--- src/rtl/interrupt_pkg.sv ---
// Shared types and constants for the interrupt controller: source numbering,
// default bus addresses and the vector helper.
package interrupt_pkg;

    typedef enum logic [2:0] {
        VBLANK = 3'd0,
        STAT   = 3'd1,
        TIMER  = 3'd2,
        SERIAL = 3'd3,
        JOYPAD = 3'd4
    } irq_src_e;

    localparam int          NUM_IRQ      = 5;
    localparam logic [15:0] IF_ADDR_C    = 16'hFF0F;
    localparam logic [15:0] IE_ADDR_C    = 16'hFFFF;
    localparam logic [7:0]  IRQ_VEC_BASE = 8'h40;

    // Vectors are spaced 8 bytes apart, starting at the base.
    function automatic logic [7:0] irq_vec(input logic [2:0] idx,
                                           input logic [7:0] base = IRQ_VEC_BASE);
        return base + {2'b00, idx, 3'b000};
    endfunction

endpackage

--- src/rtl/interrupt_controller_if.sv ---
// Bus and CPU handshake signals of the interrupt controller.
// The master is the CPU/bus side; the slave is the controller.
interface interrupt_controller_if;

    logic [15:0] bus_addr;
    logic [7:0]  bus_wdata;
    logic        bus_read;
    logic        bus_write;
    logic [7:0]  bus_rdata;
    logic        bus_hit;
    logic        irq_pending;
    logic [2:0]  irq_index;
    logic [7:0]  irq_vector;
    logic        irq_ack;

    modport master (
        output bus_addr, bus_wdata, bus_read, bus_write, irq_ack,
        input  bus_rdata, bus_hit, irq_pending, irq_index, irq_vector
    );

    modport slave (
        input  bus_addr, bus_wdata, bus_read, bus_write, irq_ack,
        output bus_rdata, bus_hit, irq_pending, irq_index, irq_vector
    );

endinterface

--- src/rtl/irq_priority_enc.sv ---
// Combinational lowest-set-bit encoder: bit 0 has the highest priority.
module irq_priority_enc
    import interrupt_pkg::*;
#(
    parameter int NUM_SRC = NUM_IRQ
) (
    input  logic [NUM_SRC-1:0] pend,
    output logic               valid,
    output logic [2:0]         index
);

    // Scanning from the top down lets the lowest set bit overwrite the others.
    always_comb begin
        valid = |pend;
        index = '0;
        for (int i = NUM_SRC - 1; i >= 0; i--) begin
            if (pend[i]) index = 3'(i);
        end
    end

endmodule

--- src/rtl/interrupt_controller.sv ---
// Interrupt source block: edge-latches peripheral requests into IF, masks with IE,
// presents the winning vector to the CPU and serves IF/IE on the bus.
// Optional macro IRQ_LOST_CNT_EN adds a saturating lost-edge counter output.
module interrupt_controller
    import interrupt_pkg::*;
#(
    parameter int          NUM_SRC  = NUM_IRQ,
    parameter logic [15:0] IF_ADDR  = IF_ADDR_C,
    parameter logic [15:0] IE_ADDR  = IE_ADDR_C,
    parameter logic [7:0]  VEC_BASE = IRQ_VEC_BASE
) (
    input  logic               clk,
    input  logic               reset,
    input  logic [NUM_SRC-1:0] irq_req,
    interrupt_controller_if.slave bus
`ifdef IRQ_LOST_CNT_EN
    ,
    output logic [7:0]         irq_lost_cnt
`endif
);

    logic [NUM_SRC-1:0] req_q;
    logic [NUM_SRC-1:0] if_q;
    logic [NUM_SRC-1:0] if_next;
    logic [NUM_SRC-1:0] rise;
    logic [NUM_SRC-1:0] ack_mask;
    logic [NUM_SRC-1:0] pend;
    logic [7:0]         ie_q;
    logic [7:0]         rd_mux;
    logic [7:0]         rdata_q;
    logic               hit_q;
    logic               pending_q;
    logic [2:0]         index_q;
    logic [7:0]         vector_q;
    logic               enc_valid;
    logic [2:0]         enc_index;
    logic               if_sel;
    logic               ie_sel;

    assign if_sel = (bus.bus_addr == IF_ADDR);
    assign ie_sel = (bus.bus_addr == IE_ADDR);
    assign rise   = irq_req & ~req_q;
    assign pend   = if_q & ie_q[NUM_SRC-1:0];

    // Bus write first, then the ack clear, then new edges, so an edge always wins.
    always_comb begin
        ack_mask = '0;
        if (bus.irq_ack && pending_q) ack_mask = NUM_SRC'(1) << index_q;
        if_next = if_q;
        if (bus.bus_write && if_sel) if_next = bus.bus_wdata[NUM_SRC-1:0];
        if_next = (if_next & ~ack_mask) | rise;
    end

    always_comb begin
        rd_mux = 8'hFF;
        if (if_sel)      rd_mux[NUM_SRC-1:0] = if_q;
        else if (ie_sel) rd_mux = ie_q;
    end

    irq_priority_enc #(.NUM_SRC(NUM_SRC)) u_enc (
        .pend  (pend),
        .valid (enc_valid),
        .index (enc_index)
    );

    always_ff @(posedge clk or negedge reset) begin
        if (!reset) begin
            req_q     <= '0;
            if_q      <= '0;
            ie_q      <= 8'h00;
            rdata_q   <= 8'hFF;
            hit_q     <= 1'b0;
            pending_q <= 1'b0;
            index_q   <= 3'd0;
            vector_q  <= VEC_BASE;
        end else begin
            req_q     <= irq_req;
            if_q      <= if_next;
            if (bus.bus_write && ie_sel) ie_q <= bus.bus_wdata;
            rdata_q   <= bus.bus_read ? rd_mux : 8'hFF;
            hit_q     <= (bus.bus_read || bus.bus_write) && (if_sel || ie_sel);
            pending_q <= enc_valid;
            index_q   <= enc_index;
            vector_q  <= irq_vec(enc_index, VEC_BASE);
        end
    end

    assign bus.bus_rdata   = rdata_q;
    assign bus.bus_hit     = hit_q;
    assign bus.irq_pending = pending_q;
    assign bus.irq_index   = index_q;
    assign bus.irq_vector  = vector_q;

`ifdef IRQ_LOST_CNT_EN
    logic [7:0] lost_q;

    // One count per cycle in which an edge lands on an already-set IF bit.
    always_ff @(posedge clk or negedge reset) begin
        if (!reset) begin
            lost_q <= 8'h00;
        end else if (bus.bus_write && if_sel) begin
            lost_q <= 8'h00;
        end else if (|(rise & if_q) && lost_q != 8'hFF) begin
            lost_q <= lost_q + 8'h01;
        end
    end

    assign irq_lost_cnt = lost_q;
`endif

endmodule

--- src/flat_wrapper.sv ---
// flat-port wrapper written by rule: the top's interface ports become plain ports
module interrupt_controller_flat import interrupt_pkg::*;
#(
    parameter int          NUM_SRC  = NUM_IRQ,
    parameter logic [15:0] IF_ADDR  = IF_ADDR_C,
    parameter logic [15:0] IE_ADDR  = IE_ADDR_C,
    parameter logic [7:0]  VEC_BASE = IRQ_VEC_BASE
)
  (clk, reset, irq_req, bus_bus_addr, bus_bus_wdata, bus_bus_read, bus_bus_write, bus_irq_ack, bus_bus_rdata, bus_bus_hit, bus_irq_pending, bus_irq_index, bus_irq_vector);
  interrupt_controller_if bus_i ();
  input  logic clk;
  input  logic reset;
  input  logic [NUM_SRC-1:0] irq_req;
  input wire logic [$bits(bus_i.bus_addr)-1:0] bus_bus_addr;
  input wire logic [$bits(bus_i.bus_wdata)-1:0] bus_bus_wdata;
  input wire logic [$bits(bus_i.bus_read)-1:0] bus_bus_read;
  input wire logic [$bits(bus_i.bus_write)-1:0] bus_bus_write;
  input wire logic [$bits(bus_i.irq_ack)-1:0] bus_irq_ack;
  output wire logic [$bits(bus_i.bus_rdata)-1:0] bus_bus_rdata;
  output wire logic [$bits(bus_i.bus_hit)-1:0] bus_bus_hit;
  output wire logic [$bits(bus_i.irq_pending)-1:0] bus_irq_pending;
  output wire logic [$bits(bus_i.irq_index)-1:0] bus_irq_index;
  output wire logic [$bits(bus_i.irq_vector)-1:0] bus_irq_vector;
  assign bus_i.bus_addr = bus_bus_addr;
  assign bus_i.bus_wdata = bus_bus_wdata;
  assign bus_i.bus_read = bus_bus_read;
  assign bus_i.bus_write = bus_bus_write;
  assign bus_i.irq_ack = bus_irq_ack;
  assign bus_bus_rdata = bus_i.bus_rdata;
  assign bus_bus_hit = bus_i.bus_hit;
  assign bus_irq_pending = bus_i.irq_pending;
  assign bus_irq_index = bus_i.irq_index;
  assign bus_irq_vector = bus_i.irq_vector;
  interrupt_controller #(.NUM_SRC(NUM_SRC), .IF_ADDR(IF_ADDR), .IE_ADDR(IE_ADDR), .VEC_BASE(VEC_BASE)) u_core (.clk(clk), .reset(reset), .irq_req(irq_req), .bus(bus_i));
endmodule
--- config.mk ---
export PLATFORM = sky130hd
export DESIGN_NAME = interrupt_controller_flat
export DESIGN_NICKNAME = d
export VERILOG_FILES = /design/src/rtl/interrupt_pkg.sv /design/src/rtl/interrupt_controller_if.sv /design/src/rtl/irq_priority_enc.sv /design/src/rtl/interrupt_controller.sv /design/src/flat_wrapper.sv
export SDC_FILE = /design/constraint.sdc
export NUM_CORES = 1
export LEC_CHECK = 0
export CORE_ASPECT_RATIO = 0.8
export CORE_UTILIZATION = 43
export CTS_CLUSTER_DIAMETER = 150
export CTS_CLUSTER_SIZE = 25
export DETAILED_ROUTE_END_ITERATION = 12
export GPL_TIMING_DRIVEN = 0
export HOLD_SLACK_MARGIN = 0.08
export PLACE_DENSITY = 0.79
export SLEW_MARGIN = 25
export SYNTH_ARGS = -nofsm -noshare
export SYNTH_HDL_FRONTEND = slang
export SYNTH_SLANG_ARGS = --single-unit
--- constraint.sdc ---
create_clock -name clk -period 1.1 [get_ports clk]
set_input_delay 0.22 -clock clk [delete_from_list [all_inputs] [get_ports clk]]
set_output_delay 0.22 -clock clk [all_outputs]
set_load 0.05 [all_outputs]
==> results list <==
- The flow ran to the end, but the final reports show violations.
- Violations in the final reports: negative setup slack
* Synth Flop Type: sky130_fd_sc_hd__dfrtp_1
- Derived from the worst setup path, the maximum achievable clock frequency is roughly 0.75 GHz.
- After layout, the worst setup slack is -0.229 ns.
- Residual DRC count: 0
* Kind of cell adding the most delay to the critical path: simple AND/OR/NAND/NOR gates
- 0 antenna diodes ended up in the layout.
- The critical path contains buffers and inverters numbering 2 combined.
* Pin count of the biggest net entering global routing: 32
- STA classifies the critical path startpoint as an input port.
- In this run the register-to-register setup slack is -0.12 ns.
* Worst setup startpoint: bus_bus_addr[4]
- The detailed router finished its first iteration with between 70 and 80 violations.
- Average vias per placed instance: approximately 5.1
* Arrival time of data at the critical path endpoint: 1.54 ns
- The worst hold path passes through 4 cells.
- For the final database, setup skew stands at 0.00255 ns.
- The first global-routing pass estimated 5940 um of wire.
- Area growth from synthesis to layout: 64.5%
* Count of cell types in the netlist: 30
- Global placement routability congestion: 0.821
- Layout cell share with drive strength beyond 1: 0.519
- After detailed routing, the average wire length per cell comes to 15.9 um.
- Number of synthesized flops with an enable pin: 0
- After legalization and detailed placement, the total HPWL measured 2360 um.
* Proportion of register bits with asynchronous set or reset after synthesis: 1.00
- Average cell area after synthesis: 12.0 um2
* Antenna-violating nets left: 0
* GR Overflow Total: 0
- Library cell used as clock root buffer: sky130_fd_sc_hd__clkbuf_8
- The number of hold violations in the final report came to 0.
* Cell type with the highest aggregate area in the netlist: sky130_fd_sc_hd__dfrtp_1
* Number of clock buffers inserted by TritonCTS: 5
- Min-delay src: bus_bus_addr[7]
- Die height: 52.9 um
- In this design, the stage delay of the slowest critical-path cell is 0.57 ns.
- For this design the static power due to leakage is 1.06 nW.
* Width of the chip: between 60 and 70 um
- After filler insertion, the fill cell instance count of the layout stands at 201.
- Buffers placed on the I/O ports in this run total just under 50.
- OpenSTA, run right after detailed placement, puts the worst setup slack at -1.06 ns.
- The critical path in this run is classified as input port to register.
- Area share of the leading cell type in the synthesized netlist: 0.413
- Post-route minimum period: 1.33 ns
- The min-delay analysis places its worst path in the category input port to register.
* Multi-input gate area in the final layout: 629 um2
- Counting along the longest clock path gives a buffer depth of 2.
- After clock tree synthesis, the clock-pin slew on the worst setup and hold paths is around 0.06 ns.
- Worst-path fanout max: 5
- Among all cell types in the netlist, the one instantiated most often is sky130_fd_sc_hd__dfrtp_1.
- Counting stages on the worst path, the most repeated cell is sky130_fd_sc_hd__buf_6.
* Top post-synthesis cells by count: sky130_fd_sc_hd__dfrtp_1 (23), sky130_fd_sc_hd__nand2_1 (16), sky130_fd_sc_hd__nand4_1 (9)
- At the end of the flow, the number of nets in the layout was 222.
- Part of the Yosys area used for sequential elements: 0.564
* Number of synthesized register bits: 31
* H-tree levels: 2
* Max-slew violation count: 0
- For this run, the number of Yosys warnings is 0.
- Dividing the final minimum period by the clock period gives 1.21.
* Final count of negative-setup-slack endpoints: 35
- In this run the number of cells on the critical path is 6.
- Areal power density over the cells: 1040 mW/mm2
- TritonCTS built the clock tree.
- Across all layers, the routed design uses 1174 vias.
- The slowest stage of the critical path belongs to the cell sky130_fd_sc_hd__or4_4.
- In the global route stage, overall resource usage came out at 0.241.
- Vias in the first global route: 1222
* Drt total wl: about 3600 um
- Ordered cell list for the critical path: buf_6 > or4_4 > nor4_4 > buf_6 > mux2i_2 > nand2_1
- STA classifies the critical path endpoint as a register.
- Cell count after synthesis: 116
* Sequential cell area: 790 um2
- Number of standard-cell rows in the floorplan: 18
* Worst-skew pair later-pin latency: around 0.28 ns
- In this run the critical register-to-register path is launched from u_core.bus.irq_index[1].
- Number of ports placed on the die boundary: 55
* Synth area leaders: sky130_fd_sc_hd__dfrtp_1 (41%), sky130_fd_sc_hd__dfstp_2 (15%), sky130_fd_sc_hd__mux2_1 (6.5%), sky130_fd_sc_hd__buf_4 (4.3%), sky130_fd_sc_hd__nand2_1 (4.3%)
* Post-synthesis instance area: 0.00139 mm2
- For the worst flop-to-flop path, the logic depth is 5.
- Drt pass-1 iters: 4
- The clock drives 31 sinks.
* Critical path required time: 1.31 ns
- For this configuration, the core starts out at a cell density of 0.451.
* Placeable Area: 0.00309 mm2
- Post-route worst hold slack: ~0.34 ns
- Largest voltage drop on the vdd net: 0.719 mV
* Setup repair after global routing missed its margin: true
- Total of max-cap violations: 0
- The floorplan step defined a die boundary enclosing between 0.003 and 0.004 mm2.
- Number of antenna violations at the first check in global routing: 0
==> through the flow <==
step	instance area, um2	power [mW]	setup TNS, ns	instances	utilization
floorplan	1490	1.25	-7.37	119	-
global placement	2030	1.40	-44.79	208	0.657
detailed placement	2020	1.41	-26.84	208	0.655
CTS	2250	2.38	-4.17	227	0.730
global route	2290	2.46	-4.84	229	0.742
finish	2290	2.38	-3.43	229	0.742
==> state kept, by name, indices dropped and copies added, names as in the netlist <==
name,count
u_core.bus.bus_rdata,8
u_core.ie_q,8
u_core.if_q,5
u_core.req_q,5
u_core.bus.irq_index,3
u_core.bus.bus_hit,1
u_core.bus.irq_pending,1
==> area by class of cell <==
cell class / instances / area share
timing repair buffer: 62 / 0.271
clock buffer: 8 / 0.0437
buffer: 9 / 0.0360
sequential: 31 / 0.345
inverter: 5 / 0.00819
multi-input combinational: 74 / 0.275
tap: 40 / 0.0218
==> worst reg2reg max path, delay by kind of cell (launching register included) <==
kind	cells	cell delay (ns)
DFF	1	0.44
and+or+nand+nor	3	0.41
buffers and inverters	1	0.16
AOI/OAI and AO/OA	1	0.09
==> path summary, 6_finish.rpt <==
check                                     endpoint
setup / recovery           u_core.bus.bus_rdata[0]
hold / removal                  u_core.bus.bus_hit
setup reg to reg                    u_core.if_q[4]
hold reg to reg                     u_core.if_q[2]
max in group asynchronous  u_core.bus.bus_rdata[1]
min in group asynchronous           u_core.ie_q[7]
==> layout by cell type (no fill, tap or decap), types with 2 or more instances in the layout <==
| cell | count |
|---|---|
| sky130_fd_sc_hd__a22oi_1 | 2 |
| sky130_fd_sc_hd__and3_1 | 2 |
| sky130_fd_sc_hd__buf_2 | 9 |
| sky130_fd_sc_hd__buf_4 | 15 |
| sky130_fd_sc_hd__buf_6 | 15 |
| sky130_fd_sc_hd__buf_8 | 12 |
| sky130_fd_sc_hd__clkbuf_4 | 2 |
| sky130_fd_sc_hd__clkbuf_8 | 7 |
| sky130_fd_sc_hd__clkdlybuf4s50_1 | 15 |
| sky130_fd_sc_hd__conb_1 | 5 |
| sky130_fd_sc_hd__dfrtp_1 | 20 |
| sky130_fd_sc_hd__dfrtp_2 | 3 |
| sky130_fd_sc_hd__dfstp_2 | 8 |
| sky130_fd_sc_hd__inv_1 | 5 |
| sky130_fd_sc_hd__mux2_4 | 8 |
| sky130_fd_sc_hd__mux2i_1 | 2 |
| sky130_fd_sc_hd__mux2i_2 | 3 |
| sky130_fd_sc_hd__nand2_1 | 16 |
| sky130_fd_sc_hd__nand3_1 | 2 |
| sky130_fd_sc_hd__nand4_1 | 9 |
| sky130_fd_sc_hd__nor2_1 | 2 |
| sky130_fd_sc_hd__nor4_4 | 2 |
| sky130_fd_sc_hd__o221ai_2 | 5 |
| sky130_fd_sc_hd__or2_4 | 3 |
==> report_power, final <==
part | total (mW) | internal, mW | switching (mW)
Clock | 0.991 | 0.570 | 0.421
Sequential | 1.16 | 1.15 | 0.00543
Combinational | 0.231 | 0.116 | 0.114
==> logic make-up (layout without fill, tap and decap cells) <==
kind of cell / Yosys count / in the layout / synth area share
AO/OA/AOI/OAI: 10 / 10 / 0.0593
buffers and inverters: 14 / 84 / 0.0602
flip-flops: 31 / 31 / 0.564
multiplexers: 13 / 13 / 0.101
other: 2 / 5 / 0.00539
AND/OR/NAND/NOR: 46 / 46 / 0.210
==> per-layer routing <==
layer / global-route usage / routed length [um] / part of all wire / vias to the layer above
met2: 0.415 / 1860 / 0.51 / 43
met4: 0.105 / 74 / 0.020 / 0
met3: 0.0625 / 187 / 0.051 / 7
li1: - / - / - / 553
met1: 0.284 / 1510 / 0.42 / 571
met5: 0 / 0 / 0 / -
==> what timing repair did <==
action                     4_1_cts  5_1_grt
setup endpoints to repair       38       57
hold endpoints to repair        23        0
resized for setup              190        7
hold buffers                     1        0
buffers inserted                10        2
pin swaps                       11        6
Power figures use the tool's default switching activity.
==> edit 1 (same settings) <==
`if_q` no longer has a reset.
--- a/src/rtl/interrupt_controller.sv
+++ b/src/rtl/interrupt_controller.sv
@@ -66,7 +66,6 @@
     always_ff @(posedge clk or negedge reset) begin
         if (!reset) begin
             req_q     <= '0;
-            if_q      <= '0;
             ie_q      <= 8'h00;
             rdata_q   <= 8'hFF;
             hit_q     <= 1'b0;
@@ -75,7 +74,6 @@
             vector_q  <= VEC_BASE;
         end else begin
             req_q     <= irq_req;
-            if_q      <= if_next;
             if (bus.bus_write && ie_sel) ie_q <= bus.bus_wdata;
             rdata_q   <= bus.bus_read ? rd_mux : 8'hFF;
             hit_q     <= (bus.bus_read || bus.bus_write) && (if_sel || ie_sel);
@@ -83,6 +81,10 @@
             index_q   <= enc_index;
             vector_q  <= irq_vec(enc_index, VEC_BASE);
         end
+    end
+
+    always_ff @(posedge clk) begin
+        if_q <= if_next;
     end
 
     assign bus.bus_rdata   = rdata_q;
Check against the original RTL: not equivalent (a bounded check fails within 4 cycles, from zero or initial values and one cycle with reset low).
==> edit 1 against the original RTL <==
The flow still finishes with violations (setup timing); routed wire length fell by 3.0%; via count rose by 0.77%; area after synthesis fell by 1.8%; cell area fell by 3.9%; final cell count fell by 1.7%; largest cell class unchanged; non-clock buffer count fell by 2; synthesized cell count did not move; die area fell by 1.7%; sequential cell count did not move; clock skew rose by 0.0032 ns; register-to-register slack improved by 0.07 ns; power fell by 6.7%; setup slack got worse by 0.0019 ns; largest power group unchanged.
==> edit 1: results <==
group,metric,value,unit
power_and_ir_drop,switching_share,22.9,%
yosys,yosys.cell_types.count,31,
sta,fin_ws,-0.231,ns
run_status,status,"complete, but fails checks",
global_route,grt_use_total,22.8,%
worst_hold_path,worstHoldStart,"bus_bus_addr[4]",
placement,port_buffers,49,
run_status,violations,"setup timing",
drt,totalWireLength,3520,um
sta,skew,0.00570,ns
critical_path,cp.arrival,1.52,ns
yosys,postSynthAreaPerCell,11.8,um^2
drt,routed-wl-met3,136,um
drt,met2_wirelength,1880,um
finish,drive_gt1_share,48.7,%
finish,nFillCells,198,
global_route,grt_pass1_wl,5530,um
power_and_ir_drop,p_leak,0.00104,uW
yosys,yosysSeqAreaShare,55.6,%
yosys,ys_async_sr_fraction,83.9,%
placement,gp_congestion,0.809,
drt,wl_met1,1380,um
critical_path,rr_worst_depth,4,
critical_path,rrSetupSlack,-0.05,ns
drt,num_vias,1183,
critical_path,slowest_stage,"or4_4",
critical_path,timing.rr.start,"u_core.bus.irq_index[2]",
power_and_ir_drop,seqPwrFrac,52.0,%
drt,first_iter_violations,41,
sta,fin_hold_ws,0.328,ns
critical_path,r2r_end,"u_core.if_q[3]",
placement,hpwlAfterDp,2550,um
yosys,synthTopCellsByCount,"18 x dfrtp_1, 16 x nand2_1, 9 x nand4_1",
sta,setup_violations,31,
placement,dp.cells,206,
power_and_ir_drop,pg_comb,229,uW
finish,nets,220,
yosys,synthTopCellsByArea,"dfrtp_1 33%, dfstp_2 15%, dfxtp_1 7.3%",
drt,wl_per_cell,15.7,um
power_and_ir_drop,max-vdd-ir-drop,0.000744,V
global_route,grt_start_max_net_pins,27,
edit 1: repair_timing:
action / CTS / global route
hold buffers: 1 / 0
gates resized for setup: 183 / 8
setup buffers: 8 / 2
pin swaps: 10 / 6
endpoints found under the hold margin: 18 / 0
setup endpoints to repair: 38 / 34
edit 1: through the flow:
step           TNS [ns]  instance area (um^2)  total power (uW)  setup slack, ns
5_1_grt           -5.07                  2200              2310           -0.305
3_5_place_dp     -26.99                  1990              1400            -1.08
2_1_floorplan     -7.35                  1460              1240           -0.445
3_3_place_gp     -37.47                  2000              1390            -1.06
4_1_cts           -5.00                  2170              2230           -0.324
6_report          -4.11                  2200              2220           -0.231
edit 1: cell type report:
class	count	area share (%)
timing repair buffer	60	26.5
buffer	9	3.75
multi-input combinational	74	28.4
sequential	31	34.7
clock buffer	8	3.64
tap	38	2.16
inverter	5	0.852
edit 1: kinds of logic after synthesis:
kind of cell    after synthesis  synth area share (%)
buf+inv                      14                  6.13
other cells                   2                 0.549
compound gates               10                  6.04
mux                          13                  10.2
flops                        31                  55.6
simple gates                 46                  21.4
edit 1: layer usage:
layer  vias to the layer above  global-route usage (%)
met2                        35                    41.5
met3                        13                    5.43
met5                         -                       0
met4                         0                    14.1
li1                        554                       -
met1                       581                    24.1
edit 1: worst max-delay path by stage:
stage / slack [ns] / end / startpoint
2_1_floorplan: -0.45 / u_core.bus.bus_rdata[0] / bus_bus_addr[5]
3_3_place_gp: -1.06 / u_core.bus.bus_rdata[0] / bus_bus_addr[5]
3_5_place_dp: -1.08 / u_core.bus.bus_rdata[0] / bus_bus_addr[5]
4_1_cts: -0.32 / u_core.if_q[2] / bus_bus_addr[6]
5_1_grt: -0.30 / u_core.bus.bus_rdata[0] / bus_bus_addr[6]
6_report: -0.23 / u_core.bus.bus_rdata[0] / bus_bus_addr[6]
==> edit 2 (config.mk and constraints unchanged) <==
Made on the original files. The package constant `NUM_IRQ` goes from 5 to 6.
--- a/src/rtl/interrupt_pkg.sv
+++ b/src/rtl/interrupt_pkg.sv
@@ -10,7 +10,7 @@
         JOYPAD = 3'd4
     } irq_src_e;
 
-    localparam int          NUM_IRQ      = 5;
+    localparam int          NUM_IRQ      = 6;
     localparam logic [15:0] IF_ADDR_C    = 16'hFF0F;
     localparam logic [15:0] IE_ADDR_C    = 16'hFFFF;
     localparam logic [7:0]  IRQ_VEC_BASE = 8'h40;
Ports: changed (resized irq_req); port bits go from 55 to 56. The function was not compared with the original's and may differ.
==> edit 2 against the original RTL <==
The run still ends with setup timing left; setup slack better by 0.064 ns; final cell count grew 7.0%; global-route usage increased by 0.84 points; cell area grew 7.3%; power increased by 1.9%; via count is 15% higher; area after synthesis up 8.3%; core utilization is 2.1 points higher; sequential cell count up 2; clock skew increased by 0.0033 ns; routed wire length up 16%; critical path depth did not move.
==> edit 2: results <==
group,metric,value,unit
power_and_ir_drop,max-vdd-ir-drop,0.000821,V
global_route,grt_start_max_net_pins,34,
power_and_ir_drop,p_sw,551,uW
drt,totalWireLength,4200,um
drt,met2_wirelength,2200,um
global_route,grt_use_met1,28.7,%
placement,hpwlAfterDp,2840,um
finish,nFillCells,207,
drt,wl_met1,1700,um
power_and_ir_drop,pg_comb,270,uW
finish,nets,239,
yosys,synthTopCellsByCount,"25 x dfrtp_1, 18 x nand2_1, 15 x nand4_1",
sta,fin_ws,-0.165,ns
floorplanning,die_w,68.2,um
global_route,grt_use_total,24.9,%
power_and_ir_drop,powerSeq,1230,uW
sta,setup_violations,26,
finish,drive_gt1_share,50.7,%
run_status,violations,"setup timing",
yosys,synthTopCellsByArea,"dfrtp_1 41%, dfstp_2 14%, nand4_1 6.2%",
yosys,syn-instance-count,131,
drt,routed-wl-met3,236,um
global_route,use_met3,5.53,%
placement,port_buffers,50,
run_status,status,"complete, but fails checks",
critical_path,slowest_delay,0.55,ns
placement,gp_congestion,0.790,
## edit 2: changes by cell type after synthesis, moves of 2 or more
cell and change:
and3_1 -2, clkbuf_1 +2, mux2_1 -8, and2_1 +2, nand4_1 +6, nand2_1 +2, a22oi_1 +2, dfrtp_1 +2
mux2_2 +8
## edit 2: timing repair
| item | 4_1_cts | 5_1_grt |
|---|---|---|
| endpoints found under the hold margin | 25 | 0 |
| buffers inserted | 11 | 3 |
| gates resized for setup | 209 | 22 |
| pin swaps | 20 | 13 |
| endpoints found under the setup margin | 39 | 63 |
| hold buffers | 1 | 0 |
## edit 2: area by class of cell
class,count,area (um^2),area share (%)
Buffer,8,71.3,2.90
Clock buffer,8,90.1,3.67
Inverter,6,22.5,0.916
Multi-Input combinational cell,85,709,28.9
Sequential cell,33,841,34.2
Tap cell,40,50.0,2.04
Timing Repair Buffer,65,673,27.4
## edit 2: final timing paths
kind	startpoint	endpoint	slack, ns	cells past startpoint
max	bus_bus_addr[5]	u_core.bus.bus_rdata[2]	-0.17	6
min	bus_bus_addr[14]	u_core.bus.bus_hit	0.39	4
max reg2reg	u_core.bus.irq_index[2]	u_core.if_q[2]	-0.10	5
min reg2reg	u_core.req_q[3]	u_core.if_q[3]	0.48	1
max in group asynchronous	reset	u_core.bus.bus_rdata[5]	0.31	2
min in group asynchronous	reset	u_core.if_q[3]	0.44	2
## edit 2: cell families (layout without fill, tap and decap cells)
family                 count (synthesis)  after routing  share of synthesized area (%)
AO/OA/AOI/OAI                         14             14                           7.88
multiplexers                          14             14                           9.96
AND/OR/NAND/NOR                       52             52                           20.2
flip-flops                            33             33                           55.4
buffers and inverters                 16             87                           5.98
other                                  2              5                          0.498
